### src/rtl/async_fifo_pkg.sv
// Shared types and width helpers for the async FIFO write-side arbiter.
// Holds the FSM state encoding and the source-id / FIFO word width rules.
package async_fifo_pkg;

    typedef enum logic {
        IDLE = 1'b0,
        BUSY = 1'b1
    } state_t;

    // Source-id width: at least one bit even for two requesters.
    function automatic int idw_of(input int n);
        return (n > 2) ? $clog2(n) : 1;
    endfunction

    // FIFO word width: requester data plus the source id on top.
    function automatic int fw_of(input int dw, input int n);
        return dw + idw_of(n);
    endfunction

endpackage

### src/rtl/fifo_rr_pick.sv
// Combinational round-robin picker.
// Scans from rr_ptr+1 upward (mod N) and returns the first request found.
module fifo_rr_pick
    import async_fifo_pkg::*;
#(
    parameter int N   = 4,
    parameter int IDW = idw_of(N)
) (
    input  logic [N-1:0]   req,
    input  logic [IDW-1:0] rr_ptr,
    output logic [N-1:0]   pick,
    output logic [IDW-1:0] idx,
    output logic           any
);

    int             j;
    logic [IDW-1:0] jj;

    // First requester after the last winner gets the pick.
    always_comb begin
        pick = '0;
        idx  = '0;
        any  = 1'b0;
        j    = 0;
        jj   = '0;
        for (int k = 1; k <= N; k++) begin
            j  = (int'(rr_ptr) + k) % N;
            jj = IDW'(j);
            if (!any && req[jj]) begin
                pick[jj] = 1'b1;
                idx      = jj;
                any      = 1'b1;
            end
        end
    end

endmodule

### src/rtl/async_fifo_wr_arbiter.sv
// Packet-level round-robin arbiter in front of the async FIFO write port.
// Each accepted beat is written as {source id, data}.
module async_fifo_wr_arbiter
    import async_fifo_pkg::*;
#(
    parameter int N_REQ     = 4,
    parameter int DW        = 16,
    parameter int MAX_BURST = 8,
    parameter int IDW       = idw_of(N_REQ),
    parameter int FW        = DW + IDW
) (
    input  logic                i_wclk,
    input  logic                i_wrstn,
    input  logic [N_REQ-1:0]    i_req_valid,
    input  logic [N_REQ-1:0]    i_req_last,
    input  logic [N_REQ*DW-1:0] i_req_data,
    output logic [N_REQ-1:0]    o_req_ready,
    output logic                o_fifo_wen,
    output logic [FW-1:0]       o_fifo_wdata,
    input  logic                i_fifo_full,
    output logic [N_REQ-1:0]    o_grant,
    output logic [IDW-1:0]      o_grant_id,
    output logic                o_busy
);

    localparam int BCW = $clog2(MAX_BURST + 1);
    localparam logic [BCW-1:0] CNT_LAST = BCW'(MAX_BURST - 1);
    localparam logic [IDW-1:0] RR_INIT  = IDW'(N_REQ - 1);

    state_t           state, state_n;
    logic [N_REQ-1:0] grant, grant_n;
    logic [IDW-1:0]   gid, gid_n;
    logic [IDW-1:0]   rr_ptr, rr_n;
    logic [BCW-1:0]   cnt, cnt_n;

    logic [N_REQ-1:0] pick;
    logic [IDW-1:0]   pick_idx;
    logic             pick_any;

    logic [DW-1:0]    data_a [N_REQ];
    logic             busy;
    logic             xfer;
    logic             beat_end;

    for (genvar k = 0; k < N_REQ; k++) begin : g_split
        assign data_a[k] = i_req_data[k*DW +: DW];
    end

    fifo_rr_pick #(
        .N   (N_REQ),
        .IDW (IDW)
    ) u_pick (
        .req    (i_req_valid),
        .rr_ptr (rr_ptr),
        .pick   (pick),
        .idx    (pick_idx),
        .any    (pick_any)
    );

    assign busy     = (state == BUSY);
    assign xfer     = busy & i_req_valid[gid] & ~i_fifo_full;
    assign beat_end = i_req_last[gid] | (cnt == CNT_LAST);

    assign o_req_ready  = (busy && !i_fifo_full) ? grant : '0;
    assign o_fifo_wen   = xfer;
    assign o_fifo_wdata = xfer ? {gid, data_a[gid]} : '0;
    assign o_grant      = grant;
    assign o_grant_id   = gid;
    assign o_busy       = busy;

    // State, grant, round-robin pointer and beat counter registers.
    always_ff @(posedge i_wclk or negedge i_wrstn) begin
        if (!i_wrstn) begin
            state  <= IDLE;
            grant  <= '0;
            gid    <= '0;
            rr_ptr <= RR_INIT;
            cnt    <= '0;
        end else begin
            state  <= state_n;
            grant  <= grant_n;
            gid    <= gid_n;
            rr_ptr <= rr_n;
            cnt    <= cnt_n;
        end
    end

    // Grant on any request in IDLE; release on last beat or burst cap.
    always_comb begin
        state_n = state;
        grant_n = grant;
        gid_n   = gid;
        rr_n    = rr_ptr;
        cnt_n   = cnt;
        unique case (state)
            IDLE: begin
                if (pick_any) begin
                    grant_n = pick;
                    gid_n   = pick_idx;
                    rr_n    = pick_idx;
                    state_n = BUSY;
                end
            end
            BUSY: begin
                if (xfer) begin
                    if (beat_end) begin
                        grant_n = '0;
                        gid_n   = '0;
                        cnt_n   = '0;
                        state_n = IDLE;
                    end else begin
                        cnt_n = cnt + 1'b1;
                    end
                end
            end
            default: state_n = IDLE;
        endcase
    end

endmodule

### config.mk
export PLATFORM = sky130hd
export DESIGN_NAME = async_fifo_wr_arbiter
export DESIGN_NICKNAME = d
export VERILOG_FILES = /design/src/rtl/async_fifo_pkg.sv /design/src/rtl/fifo_rr_pick.sv /design/src/rtl/async_fifo_wr_arbiter.sv
export SDC_FILE = /design/constraint.sdc
export NUM_CORES = 1
export LEC_CHECK = 0
export BUFFER_PORTS_ARGS = -buffer_cell sky130_fd_sc_hd__buf_2
export CAP_MARGIN = 25
export CORE_AREA = 2 2 67 69
export CTS_BUF_LIST = sky130_fd_sc_hd__clkbuf_4
export CTS_CLUSTER_DIAMETER = 150
export DETAILED_ROUTE_END_ITERATION = 8
export DIE_AREA = 0 0 69 71
export GPL_ROUTABILITY_DRIVEN = 0
export PLACE_DENSITY = 0.77
export SLEW_MARGIN = 10
export SYNTH_ARGS = -nofsm -noshare
export SYNTH_HDL_FRONTEND = slang
export SYNTH_SLANG_ARGS = --single-unit
### constraint.sdc
create_clock -name i_wclk -period 5.3 [get_ports i_wclk]
set_input_delay 0.53 -clock i_wclk [delete_from_list [all_inputs] [get_ports i_wclk]]
set_output_delay 0.53 -clock i_wclk [all_outputs]
set_load 0.05 [all_outputs]
* After elaboration in Yosys (flattened, before gate mapping)
Index checks and enable logic that the tools add are counted.
** Storage, ports and cells
- Register bits after elaboration :: 13
- Output and inout bits :: 30
** Cells by class
- Add/subtract/negate cells :: 5
- Order comparisons :: 10
- Equal/unequal tests :: 4
- Multiplexer cells :: 50
- Bitwise logic cells :: 9
- Reductions and logical operators :: 15
** Operators by type and width (number)
- 4-bit two-way mux :: 9
- 16-bit binary-select mux with 2-bit select :: 1
- 16-bit two-way mux :: 2
- 18-bit two-way mux :: 1
- 1-bit two-way mux :: 17
- 2-bit by 3-bit < comparator with 1-bit output (second input constant) :: 5
- 2-bit two-way mux :: 7
- 1-bit binary-select mux with 2-bit select :: 6
- 4-bit OR :: 3
- 1-bit demux with 2-bit select :: 4
- 2-bit by 1-bit greater-or-equal comparator with 1-bit output (second input constant) :: 4
- 1-bit logical AND :: 8
- 4-bit case mux with 2 select lines :: 1
- 2-bit by 1-bit adder with 2-bit output (second input constant) :: 2
- 2-bit adder (second input constant) :: 2
- 4-bit by 1-bit adder with 4-bit output (second input constant) :: 1
- 4-bit by 3-bit equality test with 1-bit output (second input constant) :: 1
- 1-bit zero test :: 4
- 2-bit by 1-bit != test with 1-bit output (second input constant) :: 2
- 2-bit case mux with 2 select lines :: 1
- 2-bit AND reduction :: 2
- 3-bit greater-or-equal comparator (second input constant) :: 1
- 2-bit inverter with 3-bit output :: 1
- 3-bit AND reduction :: 1
- 5 further kinds :: 7

* Longest topological paths before layout
- Depth after elaboration :: 15
- Depth in mapped cells :: 10
- Gate-level depth less buffers :: 7

* Modules after synthesis
A second synthesis with hierarchy kept.
** Unflattened totals
- Cell total of the unflattened synthesis :: 196
- Area total of the unflattened synthesis :: 1826.8 um^2
** Modules (own cells, without submodules)
- async_fifo_wr_arbiter :: instances 1, cells an instance 110, area each 1197.4 um^2
- fifo_rr_pick :: instances 1, cells an instance 86, area each 629.4 um^2

* Worst setup path after synthesis
Ideal clock, no wire load.
- Path type :: reg2out
- From :: register gid[1] (netlist: o_grant_id[1])
- To :: output port o_fifo_wdata[10]
- Arrival :: 2279 ps
- Data required time :: 4770 ps
- Path slack :: 2491 ps
- Stages on the path, launching flop included :: 5
- Buffers on the path :: 2
- Path through :: dfrtp_1 -> clkbuf_1 -> buf_1 -> mux4_2 -> nor2b_1
** Between the ends
- Word-level cells in the longest chain between the ends :: 5
** RTL lines
- from (decl) :: RTL line async_fifo_wr_arbiter.sv:32 : logic [IDW-1:0] gid, gid_n;
- from (signal assigned) :: RTL line async_fifo_wr_arbiter.sv:82 : gid <= gid_n;
- 1-bit binary-select mux with 2-bit select / 2-bit inverter with 3-bit output (equally long branches) :: RTL line async_fifo_wr_arbiter.sv:61, async_fifo_wr_arbiter.sv:66
- 1-bit two-way mux (implied by the code) / 16-bit binary-select mux with 2-bit select (equally long branches) :: RTL line async_fifo_wr_arbiter.sv:61, async_fifo_wr_arbiter.sv:66
- 1-bit bitwise AND / 16-bit two-way mux (equally long branches) (2 in series) :: RTL line async_fifo_wr_arbiter.sv:61, async_fifo_wr_arbiter.sv:66
- 18-bit two-way mux * :: RTL line async_fifo_wr_arbiter.sv:66 : assign o_fifo_wdata = xfer ? {gid, data_a[gid]} : '0;
- to (decl) :: RTL line async_fifo_wr_arbiter.sv:19 : output logic [FW-1:0] o_fifo_wdata,
Every way passes the cells marked *; elsewhere a longest branch is shown, timed or not. The select of a mux whose other input is x is not followed.

* Worst setup path in the final report
- From :: register gid[0] (netlist: o_grant_id[0])
- To :: output port o_fifo_wdata[0]
Same word-level chain as after synthesis.

==> impl_metrics.ini <==
[pwr]
combPwrFrac_pct = 73.1
ir_worst_vdd_v = 0.0001922
seq_power_share_pct = 21.2
p_clk_share_pct = 5.7
finalPower_mw = 1.114
switchingPower_uw = 617.9
power_density_mw_per_mm2 = 487.9
p_sw_share_pct = 55.47
p_int_uw = 496.1
p_leak_nw = 1.103

[routing]
dr.pass1.iters = 4
routedWlPerCell_um = 14.80
drt-total-wl_mm = 4.750
drtIter0Drc = 65
vias = 1777
drc = 0
ant_nets = 0
routed_via_density = 5.536

[place]
dpl.cell_count = 316
pre_cts_slack_ns = 1.948
io_buffers = 104
dpl_cell_area_sq_mm = 0.002226
hpwlAfterDp_mm = 3.764

[logic_synthesis]
avgSynthCellArea_sq_um = 9.754
ys_types = 44
ys_top_cells_by_area = mux4_2 17%, dfrtp_1 16%, mux4_1 9.2%, ha_1 6.6%, nor2b_1 6.6%
ys_seq_elements = 13
syn-num-nets = 260
synthFlopType = dfrtp_1
yosys_warnings = 0
ys_async_sr_fraction_pct = 100.0
synth_top_area_share_pct = 17.06
syn_inst = 176
yosysSeqAreaShare_pct = 19.10
synth_area_sq_mm = 0.001717
synth-edff-count = 0
synth_largest_area_cell = mux4_2

[cells_and_area]
n_fill_cell = 392
multiInputGateArea_sq_mm = 0.001279
drive_gt1_share_pct = 49.44
nets = 354
fin_util_pct = 54.32
register_area_sq_um = 327.8
diodes = 0
layout.cells.non_filler = 321
syn_to_final_growth_pct = 33.02
final_cell_area_sq_mm = 0.002283

[die]
io_pins = 105
rows = 24
die-area_sq_mm = 0.004899
coreArea_sq_mm = 0.004204
die_w_um = 69
die_h_um = 71
initial_utilization_pct = 40.83

[run_status]
status = finished clean

[cts]
clk_path_buf_depth = 2
clk_pin_slew_ns = 0.07
post_cts_buffers = 0
htree_num_levels = 1
cts_made_buffers = 3
cts.sinks = 13
cts_hold_buf = 0
cts_resized = 0
cts_root_buffer = clkbuf_4
cts_tree = built
clk_latency_ns = 0.26

[worst_setup_path]
slowest_stage = a22oi_1
r2r_slack_ns = 2.78
r2r_cells = 6
crit_arrival_ns = 2.73
worst-path-buf-inv = 3
cp_max_fo = 18
cp_cell_sequence = buf_16 -> mux2_2 -> a22oi_1 -> buf_4 -> nor2b_1 -> buf_2
r2r_start = o_grant_id[0]
path_delay_family = buffers and inverters
timing.rr.end = o_grant[1]
start_kind = register
worstSetupPathType = reg2out
cp.required_ns = 4.77
end_kind = output port
max_stage_delay_ns = 0.73

[sta]
rsz0062_at_grt = false
worst_pin_slew_ns = 0.8941
max_freq_ghz = 0.3072
tns_ns = 0
setup_viol = 0
hold_viol_final = 0
final.setup_skew_ns = 0.0003450
fin_ws_ns = 2.044
slew-limit-headroom_pct = 40.39
final_max_slew_viol_count = 0
hold_ws_ns = 0.1336
min_period_ns = 3.256
period_share_pct = 61.43

[global_route]
antenna_found_initial = 0
grt_max_degree = 23
overflow = 0
grt-busiest-layer = met2
met2_usage_pct = 31.20
use_met1_pct = 22.47
track_usage_pct = 18.07
grt_pass1_vias = 1646
grt_util_met3_pct = 3.846
grt_pass1_wl_mm = 7.438

[min_path]
hp-class = in2async

[run]
cap_violations = 0
==> kinds of logic after synthesis <==
logic type                 after synthesis  share of synthesized area (%)
buffers and inverters                   24                          6.414
muxes                                   21                          27.55
adders and majority gates                9                          6.560
DFF                                     13                          19.10
AOI/OAI and AO/OA                       45                          18.66
and+or+nand+nor                         64                          21.72
==> how the worst max path moves through the flow <==
stage	cells after the start	end	startpoint
detailed placement	5	o_fifo_wdata[0]	o_grant_id[0]
floorplan	4	o_fifo_wdata[10]	o_grant_id[1]
CTS	5	o_fifo_wdata[0]	o_grant_id[0]
global route	6	o_fifo_wdata[0]	o_grant_id[0]
global placement	5	o_fifo_wdata[3]	o_grant_id[0]
finish	6	o_fifo_wdata[0]	o_grant_id[0]
==> synth_stat cells, types with 2 or more instances <==
master,number
nor3b_1,2
dfstp_2,2
nand2_1,7
nor2_1,8
clkbuf_1,9
a221oi_1,4
mux4_1,6
and3b_1,4
nor3_1,4
or3_1,2
ha_1,9
buf_6,2
a22oi_1,6
buf_1,2
o21ai_0,8
dfrtp_1,11
nor2b_1,18
a31oi_1,2
inv_1,7
a21oi_1,10
nand3_1,6
a21oi_2,4
mux2_2,2
nand2b_1,2
buf_2,4
mux4_2,13
and2_1,5
==> final cells by class <==
cell class / count / share of cell area (%)
Multi-Input combinational cell: 139 / 56.00
Timing Repair Buffer: 106 / 24.33
Sequential cell: 13 / 14.36
Tap cell: 52 / 2.849
Clock buffer: 4 / 1.315
Inverter: 7 / 1.151
==> sequential cells by signal, indices dropped and copies added, names as in the netlist <==
name	cells
cnt	4
o_grant	4
o_grant_id	2
rr_ptr	2
o_busy	1
==> metal layers <==
layer	wire (um)	part of all wire, %	up-vias
met2	2436	51	78
met5	0	0	-
met3	370	7.8	6
met4	61	1.3	0
li1	-	-	860
met1	1882	40	833
==> worst reg2reg max path, cell delays in order (launching register included) <==
cell and delay, ns:
dfrtp_1 0.56, buf_16 0.21, mux2_2 0.35, a22oi_1 0.73, or2_1 0.36, a21oi_1 0.12
a21oi_2 0.12
==> power by group through the flow <==
stage               sequential [mW]  combinational [mW]  clock, mW
global placement              0.252               0.769          0
floorplan                     0.257               0.621          0
global route                  0.248               0.878     0.0711
detailed placement            0.257               0.780          0
CTS                           0.255               0.781     0.0661
finish                        0.236               0.814     0.0638
==> cell usage in the layout, fill, tap and decap left out, types with 4 or more instances in the layout <==
cell type | netlist | routed
buf_2 | 4 | 104
mux4_2 | 13 | 13
a22oi_1 | 6 | 6
and2_1 | 5 | 5
nor3_1 | 4 | 4
ha_1 | 9 | 9
nand3_1 | 6 | 6
clkbuf_4 | 0 | 4
dfrtp_1 | 11 | 11
o21ai_0 | 8 | 8
and3b_1 | 4 | 4
a21oi_1 | 10 | 10
a21oi_2 | 4 | 4
a221oi_1 | 4 | 4
inv_1 | 7 | 7
nand2_1 | 7 | 7
nor2_1 | 8 | 8
mux4_1 | 6 | 6
nor2b_1 | 18 | 18
(Power assumes the default switching activity.)
